**config.mk**
```make
export PLATFORM = sky130hd
export DESIGN_NAME = mem_access_unit
export DESIGN_NICKNAME = d
export VERILOG_FILES = /design/src/rtl/mem_access_unit.sv
export SDC_FILE = /design/constraint.sdc
export NUM_CORES = 1
export LEC_CHECK = 0
export CAP_MARGIN = 20
export CORE_ASPECT_RATIO = 1.75
export CORE_UTILIZATION = 32
export CTS_BUF_LIST = sky130_fd_sc_hd__clkbuf_8
export DETAILED_ROUTE_END_ITERATION = 6
export GPL_TIMING_DRIVEN = 0
export PLACE_DENSITY_LB_ADDON = 0.12
export SKIP_CTS_REPAIR_TIMING = 1
export SYNTH_ARGS = -nofsm -noshare
export SYNTH_HDL_FRONTEND = slang
export SYNTH_SLANG_ARGS = --single-unit
```
**constraint.sdc**
```tcl
create_clock -name clk -period 2.1 [get_ports clk]
set_input_delay 0.525 -clock clk [delete_from_list [all_inputs] [get_ports clk]]
set_output_delay 0.525 -clock clk [all_outputs]
set_load 0.03 [all_outputs]
```
**src/rtl/mem_access_unit.sv**
```systemverilog
// Memory-stage access unit: issues aligned byte/half/word accesses on a simple
// req/ack port, stalls upstream while waiting, and packs the MEM/WB bundle.
module mem_access_unit #(
  parameter int ACK_TIMEOUT = 16,
  parameter int DW          = 32
) (
  input  logic            clk,
  input  logic            rst,
  input  logic            valid_in,
  input  logic [DW-1:0]   alu_result,
  input  logic [DW-1:0]   store_data,
  input  logic [2:0]      rd,
  input  logic            reg_write,
  input  logic            mem_read,
  input  logic            mem_write,
  input  logic [1:0]      size,
  input  logic            load_unsigned,
  output logic            mem_req,
  output logic            mem_we,
  output logic [DW-1:0]   mem_addr,
  output logic [DW-1:0]   mem_wdata,
  output logic [3:0]      mem_be,
  input  logic            mem_ack,
  input  logic [DW-1:0]   mem_rdata,
  output logic [2*DW+4:0] wb_bundle,
  output logic            wb_load,
  output logic            stall,
  output logic            misalign_err,
  output logic            bus_err
);

  typedef enum logic [1:0] {S_IDLE, S_REQ, S_DONE} state_t;

  localparam int CW = $clog2(ACK_TIMEOUT + 1);
  localparam logic [CW-1:0] LAST = CW'(ACK_TIMEOUT - 1);

  state_t        state, state_n;
  logic [CW-1:0] cnt, cnt_n;
  logic [DW-1:0] rdata_q, rdata_n;
  logic          bus_err_n;

  logic          mem_op;
  logic          misaligned;
  logic [7:0]    byte_sel;
  logic [15:0]   half_sel;
  logic [DW-1:0] load_val;
  logic [DW-1:0] wdata_lane;
  logic [3:0]    be_lane;

  assign mem_op = mem_read | mem_write;

  always_comb begin
    misaligned = 1'b0;
    unique case (size)
      2'b00:   misaligned = 1'b0;
      2'b01:   misaligned = alu_result[0];
      2'b10:   misaligned = |alu_result[1:0];
      default: misaligned = 1'b1;
    endcase
  end

  // Lane select and extension for loads; write-data replication and byte enables.
  always_comb begin
    byte_sel   = mem_rdata[{alu_result[1:0], 3'b000} +: 8];
    half_sel   = alu_result[1] ? mem_rdata[31:16] : mem_rdata[15:0];
    load_val   = mem_rdata;
    wdata_lane = store_data;
    be_lane    = 4'b1111;
    unique case (size)
      2'b00: begin
        load_val   = load_unsigned ? {{(DW-8){1'b0}}, byte_sel}
                                   : {{(DW-8){byte_sel[7]}}, byte_sel};
        wdata_lane = {4{store_data[7:0]}};
        be_lane    = 4'b0001 << alu_result[1:0];
      end
      2'b01: begin
        load_val   = load_unsigned ? {{(DW-16){1'b0}}, half_sel}
                                   : {{(DW-16){half_sel[15]}}, half_sel};
        wdata_lane = {2{store_data[15:0]}};
        be_lane    = alu_result[1] ? 4'b1100 : 4'b0011;
      end
      default: begin
        load_val   = mem_rdata;
        wdata_lane = store_data;
        be_lane    = 4'b1111;
      end
    endcase
  end

  always_ff @(posedge clk) begin
    if (rst) begin
      state   <= S_IDLE;
      cnt     <= '0;
      rdata_q <= '0;
      bus_err <= 1'b0;
    end else begin
      state   <= state_n;
      cnt     <= cnt_n;
      rdata_q <= rdata_n;
      bus_err <= bus_err_n;
    end
  end

  always_comb begin
    state_n      = state;
    cnt_n        = cnt;
    rdata_n      = rdata_q;
    bus_err_n    = bus_err;
    mem_req      = 1'b0;
    mem_we       = 1'b0;
    mem_addr     = '0;
    mem_wdata    = '0;
    mem_be       = '0;
    wb_bundle    = '0;
    wb_load      = 1'b0;
    stall        = 1'b0;
    misalign_err = 1'b0;
    unique case (state)
      S_IDLE: begin
        wb_load = 1'b1;
        if (valid_in) begin
          if (!mem_op) begin
            wb_bundle = {reg_write, 1'b0, {DW{1'b0}}, alu_result, rd};
          end else if (misaligned) begin
            misalign_err = !rst;
            wb_bundle    = {2'b00, {DW{1'b0}}, alu_result, rd};
          end else begin
            wb_load = 1'b0;
            stall   = 1'b1;
            state_n = S_REQ;
            cnt_n   = '0;
          end
        end
      end
      S_REQ: begin
        mem_req   = 1'b1;
        mem_we    = mem_write & ~mem_read;
        mem_addr  = {alu_result[DW-1:2], 2'b00};
        mem_wdata = wdata_lane;
        mem_be    = be_lane;
        stall     = 1'b1;
        // An ack on the final allowed cycle still wins over the timeout.
        if (mem_ack) begin
          rdata_n = mem_read ? load_val : '0;
          state_n = S_DONE;
          cnt_n   = '0;
        end else if (cnt == LAST) begin
          bus_err_n = 1'b1;
          rdata_n   = '0;
          state_n   = S_DONE;
          cnt_n     = '0;
        end else begin
          cnt_n = cnt + CW'(1);
        end
      end
      S_DONE: begin
        wb_load   = 1'b1;
        wb_bundle = {reg_write & mem_read, mem_read, rdata_q, alu_result, rd};
        state_n   = S_IDLE;
      end
      default: state_n = S_IDLE;
    endcase
  end

endmodule

```
Word level (Yosys, flattened, before mapping)
Index checks and enable logic that the tools add are counted.
{"block": "word_totals", "in_bits": 109, "reg_bits": 40, "word_cells": 75, "out_inout_bits": 143}
{"block": "op_classes", "eq_ne": 9, "n_shift": 2, "add_sub_neg": 1, "n_bitwise": 5, "reduce_logical": 10, "n_mux": 44}
{"operator": "two-way mux 32 bit", "n": 7}
{"operator": "two-way mux 69 bit", "n": 2}
{"operator": "one-hot mux 69 bit (2 select lines)", "n": 1}
{"operator": "one-hot mux 32 bit (2 select lines)", "n": 2}
{"operator": "two-way mux 35 bit", "n": 1}
{"operator": "variable part select 32 x 6 -> 8 bit", "n": 1}
{"operator": "two-way mux 5 bit", "n": 5}
{"operator": "two-way mux 16 bit", "n": 1}
{"operator": "two-way mux 1 bit", "n": 12}
{"operator": "two-way mux 2 bit", "n": 5}
{"operator": "one-hot mux 5 bit (2 select lines)", "n": 1}
{"operator": "two-way mux 4 bit", "n": 2}
{"operator": "one-hot mux 4 bit (2 select lines)", "n": 1}
{"operator": "AND reduction 4 bit", "n": 2}
{"operator": "!= test 2 bit (second input constant)", "n": 3}
{"operator": "adder 5 x 1 -> 5 bit (second input constant)", "n": 1}
{"operator": "equality test 5 x 4 -> 1 bit (second input constant)", "n": 1}
{"operator": "equality test 2 x 1 -> 1 bit (second input constant)", "n": 2}
{"operator": "equality test 2 bit (second input constant)", "n": 2}
{"operator": "zero test 2 bit", "n": 2}
{"operator": "one-hot mux 1 bit (2 select lines)", "n": 2}
{"operator": "one-hot mux 2 bit (2 select lines)", "n": 1}
{"operator": "nonzero test 2 bit", "n": 2}
{"operator": "left shift 1 x 2 -> 4 bit (first input constant)", "n": 1}
{"operator": "9 further kinds", "n": 11}

Depth between registers and ports, before layout
Gate-level depths: netlist of the first run.
{"block": "depth", "ltp_word": 6, "mapped_depth": 7, "mapped_depth_nobuf": 5}

Least setup slack after synthesis of the first run
OpenSTA, ideal clock, no wires.
{"block": "synth_timing", "path_kind": "input to output", "from": "in size[1]", "to": "out mem_wdata[16]", "slack_ns": -0.373, "stages": 5, "required_time_ns": 1.575, "arrival_ns": 1.948, "path_buffers": 3, "cell_sequence": "buf_2 -> clkbuf_1 -> buf_1 -> mux2i_1 -> nor2_1"}
{"block": "synth_between", "elab_chain_cells": 3, "word_cells_on_any_way": 4, "cone_classes": "eq/ne: 1; mux: 2; reduce/logical: 1"}
{"item": "start: declaration", "line_no": "16", "source": "input logic [1:0] size,"}
{"item": "equality test 2 x 1 -> 1 bit or zero test 2 bit (tied branches)", "line_no": "69", "source": "unique case (size)"}
{"item": "one-hot mux 32 bit (2 select lines) *", "line_no": "69"}
{"item": "two-way mux 32 bit *", "line_no": "118", "source": "unique case (state)"}
{"item": "end: declaration", "line_no": "21", "source": "output logic [DW-1:0] mem_wdata,"}
Every way passes the cells marked *; elsewhere a longest branch is shown, timed or not.

Worst setup path in the final report of the first run
{"block": "layout_timing", "from": "in alu_result[1]", "to": "out wb_bundle[34]"}
{"block": "layout_between", "elab_chain_cells": 6}
{"item": "start: declaration", "line_no": "10", "source": "input logic [DW-1:0] alu_result,"}
{"item": "OR reduction 2 bit", "line_no": "57", "source": "2'b10: misaligned = |alu_result[1:0];"}
{"item": "one-hot mux 1 bit (3 select lines)", "line_no": "54", "source": "unique case (size)"}
{"item": "two-way mux 35 bit", "line_no": "124", "source": "end else if (misaligned) begin"}
{"item": "two-way mux 69 bit", "line_no": "122", "source": "if (!mem_op) begin"}
{"item": "two-way mux 69 bit", "line_no": "121", "source": "if (valid_in) begin"}
{"item": "one-hot mux 69 bit (2 select lines)", "line_no": "118"}
{"item": "end: declaration", "line_no": "25", "source": "output logic [2*DW+4:0] wb_bundle,"}
No other way between the ends.

==> impl_metrics.tcl, run 1 <==
set metrics [dict create \
    antenna_found_initial 0 \
    drive_gt1_share_pct 53.8 \
    insertion_delay_ns 0.31 \
    grt_use_total_pct 26.6 \
    drc_errors 0 \
    synth-warning-count 0 \
    worstSetupPathType "input pin to output port" \
    path_buf_inv 5 \
    finalCriticalPeriod_ns 2.41 \
    htree_levels 2 \
    hp-class "flop to flop" \
    p_leak_nw 3.41 \
    synth_area_sq_um 3300 \
    yosysTopAreaCell "dfxtp_1" \
    grt_max_degree 14 \
    drt-pass1-iter-count 7 \
    worstPathRequired_ns 1.57 \
    synth_edf_count 0 \
    syn-mean-instance-area_sq_um 7.66 \
    setup_viol 88 \
    drv_cap 0 \
    dpl.cell_count 805 \
    num_rows 48 \
    slew_violations 0 \
    wl_per_cell_um 20.2 \
    vias_per_cell 5.53 \
    power.total_mw 2.70 \
    post-route-cell-area_sq_um 7490 \
    crit_chain "buf_6 -> buf_6 -> o21a_4 -> o31ai_4 -> a21oi_4 -> buf_12 -> clkbuf_16 -> and2_4 -> buf_6" \
    finalNonFillerCells 865 \
    place_area_sq_um 6230 \
    antenna_cells 0 \
    setup_ws_ns -0.315 \
    grt_pass1_vias 4381 \
    synth.top_cell.area_share_pct 24.3 \
    cp.arrival_ns 1.89 \
    irDropWorstVdd_v 0.000230 \
    cp_slowest_cell "o31ai_4" \
    core_sq_um 9970 \
    fin_nets 849 \
    synthFlopType "dfxtp_1" \
    cp-start-kind "input pin" \
    gr-total-overflow 0 \
    cts_buffers 5 \
    post-route-period-util_pct 115 \
    die_width_um 78.8 \
    cts_tree "done" \
    skew_ns 0.00866 \
    synth.area.top_cells "dfxtp_1, and2_1, mux2i_1, nor2_1, a21oi_1" \
    place.gp.congestion 0.881 \
    port_buffers 248 \
    hold_viol 0 \
    clockBufferDepth 2 \
    cts-root-buf "clkbuf_8" \
    max_freq_ghz 0.414 \
    status "finished, violations left" \
    cpLargestDelayFamily "buffers and inverters" \
    wl_mm 17.5 \
    violations "negative setup slack" \
    rsz0062_at_grt "true" \
    slew-limit-headroom_pct 63.3 \
    post-dp-hpwl_mm 12.2 \
    ioPinCount 252 \
    ys_ff_latch 40 \
    grt_pass1_wl_mm 21.9 \
    die_y_um 136 \
    drt_iter0_markers 300 \
    async_flop_share_pct 0 \
    start_util_pct 33.1 \
    antenna_left 0 \
    ys_types 46 \
    r2r_setup_slack_ns 0.07 \
    synth-seq-area-share_pct 24.3 \
    clk_pin_slew_worst_paths_ns 0.08 \
    max_stage_delay_ns 0.23 \
    crit_fanout 7 \
    fp.dieArea_sq_um 10700 \
    worstSetupEndpointType "output port" \
    synth_cells 431 \
    power_density_nw_per_um2 361 \
    max_slew.worst_pin.slew_ns 0.548 \
    cp_common_cell "buf_6" \
    cts_sinks 40 \
    vias 4786 \
    syn2layout_area_growth_pct 127 \
]
-- metrics by stage --
| step | hold slack, ns | setup TNS (ns) | worst slack [ns] | util, % |
|---|---|---|---|---|
| floorplan | 0.418 | -1.29 | -0.0785 | - |
| global placement | 0.430 | -140.07 | -1.54 | 62.5 |
| detailed placement | 0.431 | -144.00 | -1.56 | 62.5 |
| CTS | 0.457 | -159.91 | -1.55 | 63.4 |
| global route | 0.479 | -16.60 | -0.343 | 75.1 |
| finish | 0.454 | -12.25 | -0.315 | 75.1 |
-- synthesized netlist by cell type, types with 2 or more instances --
master,number
buf_1,7
nor3b_1,6
a21oi_1,30
buf_2,5
o21a_1,4
a221o_2,10
o2bb2ai_1,12
o21ai_0,3
nand2_1,19
dfxtp_1,40
nor3_1,6
o211ai_1,3
clkbuf_1,28
a32o_1,5
nor2b_1,3
a211oi_1,11
a22o_1,8
a221o_1,6
buf_6,2
nor4bb_1,2
mux2i_1,23
nand4_1,2
nor2_1,42
a221oi_1,6
and2_1,109
o31ai_1,2
nand3_1,3
buf_4,2
inv_1,5
mux2_2,2
a31oi_1,5
nand2b_1,3
or2_2,2
a311oi_1,3
-- flip-flops by register name, summed over array words and instances (netlist names) --
signal,flops
bus_err,1
state,2
rdata_q,32
cnt,5
-- path summary, 6_finish.rpt --
kind | startpoint | depth (start not counted) | to
setup / recovery | alu_result[1] | 9 | wb_bundle[34]
hold / removal | rdata_q[15] | 1 | rdata_q[15]
setup reg to reg | state[0] | 8 | rdata_q[31]
hold reg to reg | rdata_q[15] | 1 | rdata_q[15]
-- per-layer routing --
layer	global-route usage [%]	routed length, um
met2	52.5	9420
met4	14.6	854
met1	24.2	5750
met5	0	0
met3	5.91	1480
-- where the power goes --
group	total, mW	internal [mW]	leakage, nW	switching (mW)
Combinational	1.41	0.735	3.04	0.676
Sequential	0.773	0.766	0.324	0.00706
Clock	0.517	0.231	0.0479	0.285
Total	2.70	1.73	3.41	0.968
-- kinds of logic (layout without fill, tap and decap cells) --
logic type / Yosys count / after routing / synth area share (%)
other: 1 / 2 / 0.114
AO/OA/AOI/OAI: 113 / 113 / 26.2
adder cells (fa/ha/maj): 1 / 1 / 0.379
flip-flops: 40 / 40 / 24.3
buffers and inverters: 49 / 357 / 6.44
AND/OR/NAND/NOR: 201 / 201 / 34.2
multiplexers: 26 / 26 / 8.34
-- final cells by class --
class / instances / area (sq um)
plain buffers: 42 / 448
flip-flops and latches: 40 / 806
clock inverters: 3 / 18.8
repair buffers: 302 / 3070
inverters: 5 / 22.5
fillers: 702 / 2480
well taps: 125 / 156
multi-input cells: 343 / 2890
clock buffers: 5 / 68.8
-- worst reg2reg max path: stages, from the launching register on --
cell	delay, ns
dfxtp_4	0.42
nand2b_4	0.07
buf_6	0.12
buf_4	0.13
or3_1	0.33
buf_2	0.18
nor4_4	0.42
buf_6	0.20
a221o_2	0.11
-- cell usage in the layout, fill, tap and decap left out, types with 4 or more instances in the layout --
cell type,instances
a211oi_1,10
a21oi_1,11
a21oi_2,11
a21oi_4,8
a221o_1,6
a221o_2,10
a221oi_1,6
a22o_1,8
a31oi_1,5
a32o_1,5
and2_1,39
and2_4,70
buf_12,10
buf_2,12
buf_4,44
buf_6,119
buf_8,7
clkbuf_16,7
clkbuf_2,35
clkbuf_8,5
clkdlybuf4s50_1,90
dfxtp_1,38
dlymetal6s2s_1,18
mux2i_1,16
mux2i_2,4
nand2_1,18
nor2_1,18
nor2_2,8
nor2_4,16
nor3_1,4
nor3b_2,4
o2bb2ai_1,12
Note: power is estimated with default switching activity, not from simulation.
==> run 2: changes to the inputs <==
- ABC_AREA: not set -> 1
- CORE_UTILIZATION: 32 -> 35
- SLEW_MARGIN: not set -> 20
- clock period: 2.1 -> 2.45 ns (I/O delays scaled with it)
==> impl_metrics.tcl, run 2 <==
set metrics [dict create \
    worstPathRequired_ns 1.84 \
    pwr-share-clk_pct 27.3 \
    yosys-top-cells-count "nor2_1, nand2_1, inv_1" \
    grt_max_degree 14 \
    vias_per_cell 5.10 \
    combinationalPowerShare_pct 42.6 \
    clockBufferDepth 2 \
    worstSetupEndpointType "output port" \
    violations "negative setup slack" \
    syn-mean-instance-area_sq_um 5.69 \
    power.total_mw 2.21 \
    grt_use_met1_pct 32.5 \
    status "finished, violations left" \
    synth-seq-area-share_pct 23.8 \
    antenna_cells 0 \
    r2r_setup_slack_ns 0.63 \
    antenna_found_initial 0 \
    synth.top_cell.area_share_pct 23.8 \
    reg_top3 "rdata_q: 32 flops, cnt: 5 flops, state: 2 flops" \
    synth_xor_area_share_pct 0.260 \
    ys_ff_latch 40 \
    synth_cells 592 \
    synth_area_sq_um 3370 \
    fillers 897 \
    die_width_um 76.1 \
    insertion_delay_ns 0.31 \
    regMostFlops "rdata_q" \
    htree_levels 2 \
    clk_pin_slew_worst_paths_ns 0.08 \
    yosysTopAreaCell "dfxtp_1" \
    rsz0062_at_grt "true" \
    wl_mm 17.8 \
    place.gp.congestion 0.993 \
    grt_use_total_pct 33.6 \
    synthFlopType "dfxtp_1" \
    drt_iter0_markers 259 \
    max_freq_ghz 0.397 \
    holdPathStages 2 \
    grt-busiest-layer "met2" \
    final_common_cell "nor2_1" \
    crit_fanout 6 \
    die_y_um 132 \
    power_density_nw_per_um2 360 \
    crit-reg2reg-capture "rdata_q[27]" \
    cp-start-kind "input pin" \
    slew_violations 0 \
    met3_usage_pct 11.5 \
    wl_per_cell_um 18.1 \
    post-route-period-util_pct 103 \
    synth_fa_ha_area_share_pct 0.372 \
    port_buffers 248 \
    met2_usage_pct 61.9 \
    r2r-start "cnt[0]" \
    reg2regPathDepth 9 \
    grt_pass1_vias 4915 \
    path_buf_inv 6 \
    cts-root-buf "clkbuf_8" \
    cts_sinks 40 \
    synth_top_family_by_area "simple AND/OR/NAND/NOR gates" \
    drv_cap 0 \
    seqPwrFrac_pct 30.2 \
    netSwitchingFraction_pct 37.5 \
    synth.area.top_cells "dfxtp_1, nor2_1, nand2_1, inv_1, a21oi_1" \
    synth_mux_area_share_pct 0 \
    cp_slowest_cell "a21oi_2" \
    worstSetupPathType "input pin to output port" \
    setup_viol 7 \
    start_util_pct 35.8 \
    p_leak_nw 3.52 \
    hp-class "flop to flop" \
    p_sw_mw 0.830 \
    synth.most_common_cell "nor2_1" \
    post-dp-hpwl_mm 14.2 \
    cellInternalPower_mw 1.38 \
    cp.arrival_ns 1.91 \
    synth_edf_count 0 \
    ys_types 33 \
    drc_errors 0 \
    synth_compound_area_share_pct 15.7 \
    finalHoldWorstSlack_ns 0.473 \
    max_stage_delay_ns 0.19 \
    pre_cts_ws_ns -1.31 \
    ioPinCount 252 \
    synth-simple-area-share_pct 43.5 \
    num_rows 47 \
    gr-total-overflow 0 \
    largest_reg_flops 32 \
    fin_nets 972 \
    crit_chain "buf_12 -> inv_6 -> buf_8 -> o21ai_2 -> nand2_2 -> a21oi_2 -> nor2_4 -> buf_6 -> buf_6 -> nor2_4 -> buf_6" \
    irDropWorstVdd_v 0.000349 \
    drt-pass1-iter-count 5 \
    setup_ws_ns -0.0710 \
    cpLargestDelayFamily "buffers and inverters" \
    async_flop_share_pct 0 \
    drive_gt1_share_pct 26.1 \
    hp-start "rdata_q[10]" \
    cts_tree "done" \
    cp_common_cell "buf_6" \
    grt_pass1_wl_mm 25.9 \
    vias 5023 \
    synth-warning-count 0 \
    antenna_left 0 \
    layout_common_cells "nor2_1, nand2_1, clkdlybuf4s50_1, inv_1, clkbuf_2" \
    fp.dieArea_sq_um 10000 \
    slew-limit-headroom_pct 53.2 \
    syn2layout_area_growth_pct 82.6 \
    finalCriticalPeriod_ns 2.52 \
    core_sq_um 9410 \
    cts_buffers 5 \
    hold_viol 0 \
    max_slew.worst_pin.slew_ns 0.702 \
    skew_ns 0.0126 \
    whs_endpoint "rdata_q[10]" \
]
-- run 2: cell types whose count changed in the layout (fill, tap and decap cells not counted), sizes merged, moves of 32 or more --
cell | before | now
nor2 | 42 | 151
nand2 | 19 | 113
clkbuf | 49 | 94
inv | 4 | 92
dlymetal6s2s | 18 | 50
nand3 | 3 | 43
and2 | 109 | 0
buf | 192 | 57
-- run 2: area by class of cell --
class | instances | area [sq um] | share of cell area (%)
repair buffers | 262 | 2340 | 38.0
multi-input cells | 426 | 2130 | 34.7
flip-flops and latches | 40 | 801 | 13.0
inverters | 93 | 359 | 5.84
plain buffers | 34 | 244 | 3.97
well taps | 122 | 153 | 2.48
clock buffers | 6 | 82.6 | 1.34
clock inverters | 2 | 38.8 | 0.631
-- run 2: worst max-delay path by stage --
stage / cells past startpoint / slack (ns) / to / start
floorplan: 8 / 0.03 / wb_bundle[10] / alu_result[0]
global placement: 10 / -1.31 / wb_bundle[26] / alu_result[0]
detailed placement: 10 / -1.31 / wb_bundle[26] / alu_result[0]
CTS: 10 / -1.32 / wb_bundle[26] / alu_result[0]
global route: 11 / -0.10 / wb_bundle[1] / alu_result[0]
finish: 11 / -0.07 / wb_bundle[1] / alu_result[0]
-- run 2: stage by stage --
step                setup TNS [ns]  instances  instance area [sq um]  utilization (%)
CTS                        -102.90        971                   6140             65.3
global placement            -80.90        963                   6020             64.0
floorplan                        0        593                   3390                -
detailed placement          -82.27        963                   6020             64.0
finish                      -0.149        985                   6140             65.3
global route                 -1.19        985                   6140             65.3
-- run 2: cell families (layout without fill, tap and decap cells) --
group,after synthesis,count (layout)
XOR/XNOR,1,1
AO/OA/AOI/OAI,92,92
other,1,2
buffers and inverters,127,397
AND/OR/NAND/NOR,330,330
adder cells (fa/ha/maj),1,1
flip-flops,40,40
-- run 2: per-layer routing --
metal	routed length (um)	vias up
met5	0	-
met4	904	0
met3	1860	60
met1	5950	2298
li1	-	2363
met2	9100	302
-- run 2: power groups by stage --
stage          registers (mW)  clock network (mW)  logic [mW]
6_report                0.668               0.604       0.942
5_1_grt                 0.669               0.628       0.994
4_1_cts                 0.667               0.605       0.908
3_5_place_dp            0.683                   0       0.904
3_3_place_gp            0.682                   0       0.899
2_1_floorplan           0.681                   0       0.452
-- run 2: tightest hold or removal path, cell delays in order, from the launching register on --
cell,delay [ns]
dfxtp_1,0.32
nand2_1,0.06
a21oi_1,0.05
==> run 3: changes to the inputs <==
- CORE_MARGIN: not set -> 2
==> impl_metrics.tcl, run 3 (same netlist as run 2, synthesis figures left out) <==
set metrics [dict create \
    post-route-cell-area_sq_um 6120 \
    cp_slowest_cell "nor2_4" \
    drc_errors 0 \
    final_common_cell "nor2_1" \
    gr-total-overflow 0 \
    irDropWorstVdd_v 0.000425 \
    drt-pass1-iter-count 5 \
    crit_cells 10 \
    regMostFlops "rdata_q" \
    crit_fanout 10 \
    fin_setup_tns_ns -0.823 \
    holdPathStages 2 \
    violations "negative setup slack" \
    setup_ws_ns -0.0513 \
    vias 4924 \
    insertion_delay_ns 0.31 \
    place.gp.congestion 1.00 \
    ioPinCount 252 \
    wl_per_cell_um 18.0 \
    dpl.cell_count 963 \
    port_buffers 248 \
    grt_use_total_pct 32.2 \
    antenna_found_initial 1 \
    cts_tree "done" \
    vias_per_cell 5.01 \
    die_width_um 78.1 \
    crit_chain "buf_12 -> clkinv_8 -> buf_8 -> nand3_2 -> nand2_2 -> a21oi_4 -> nor2_4 -> buf_6 -> nor2_1 -> buf_4" \
    grt_pass1_vias 4746 \
    drive_gt1_share_pct 25.3 \
    fp.dieArea_sq_um 10400 \
    antenna_left 0 \
    wl_mm 17.7 \
    cp.arrival_ns 1.89 \
    num_rows 47 \
    cts-root-buf "clkbuf_8" \
    max_freq_ghz 0.400 \
    die_y_um 134 \
    status "finished, violations left" \
    finalHoldWorstSlack_ns 0.468 \
    skew_ns 0.00489 \
    hold_viol 0 \
    post-route-period-util_pct 102 \
    core_sq_um 9410 \
    drt_iter0_markers 272 \
    cts_sinks 40 \
    grt_max_degree 15 \
    fin_util_pct 65.0 \
    worstSetupEndpointType "output port" \
    setup_viol 25 \
    largest_reg_flops 32 \
    cts_buffers 5 \
    power.total_mw 2.19 \
    fillers 905 \
    cpLargestDelayFamily "buffers and inverters" \
    place_area_sq_um 6020 \
    finalCriticalPeriod_ns 2.50 \
    start_util_pct 35.8 \
    reg_top3 "rdata_q: 32 flops, cnt: 5 flops, state: 2 flops" \
    post-dp-hpwl_mm 14.2 \
    drv_cap 0 \
    syn2layout_area_growth_pct 81.7 \
    antenna_cells 0 \
    rsz0062_at_grt "true" \
    clockBufferDepth 2 \
    slew-limit-headroom_pct 50.6 \
    clk_pin_slew_worst_paths_ns 0.09 \
    worstPathRequired_ns 1.84 \
    cp-start-kind "input pin" \
    grt_pass1_wl_mm 25.8 \
    max_slew.worst_pin.slew_ns 0.742 \
    worstSetupPathType "input pin to output port" \
    path_buf_inv 5 \
    max_stage_delay_ns 0.30 \
    htree_levels 2 \
    power_density_nw_per_um2 358 \
    fin_nets 970 \
    hp-class "flop to flop" \
    pre_cts_ws_ns -1.32 \
    p_leak_nw 3.49 \
    reg2regPathDepth 9 \
    slew_violations 0 \
    layout_common_cells "nor2_1, nand2_1, clkdlybuf4s50_1, inv_1, clkbuf_2" \
    finalNonFillerCells 983 \
]
## run 3: tightest hold or removal path, stage by stage, from the launching register on
cell and delay, ns:
dfxtp_1 0.33, nand2_1 0.06, a21oi_1 0.04
## run 3: metal layers
layer / part of all wire (%) / wire length, um / vias to the layer above / track usage [%]
li1: - / - / 2362 / -
met1: 33 / 5880 / 2232 / 30.9
met2: 50 / 8860 / 282 / 58.8
met3: 12 / 2110 / 48 / 14.2
met4: 4.7 / 834 / 0 / 13.6
met5: 0 / 0 / - / 0
## run 3: worst paths after layout
path,from,slack (ns),endpoint
setup / recovery,alu_result[0],-0.05,wb_bundle[12]
hold / removal,cnt[4],0.47,cnt[4]
setup reg to reg,cnt[0],0.62,rdata_q[22]
hold reg to reg,cnt[4],0.47,cnt[4]
## run 3: where the power goes
part / internal (mW) / switching (mW)
Combinational: 0.384 / 0.548
Sequential: 0.660 / 0.00773
Clock: 0.308 / 0.284
## run 3: final cells by class
| class | count | area, sq um | area share (%) |
|---|---|---|---|
| repair buffers | 260 | 2300 | 37.6 |
| plain buffers | 34 | 243 | 3.97 |
| flip-flops and latches | 40 | 801 | 13.1 |
| multi-input cells | 426 | 2130 | 34.8 |
| clock buffers | 5 | 68.8 | 1.13 |
| clock inverters | 3 | 46.3 | 0.757 |
| well taps | 122 | 153 | 2.50 |
| inverters | 93 | 375 | 6.14 |
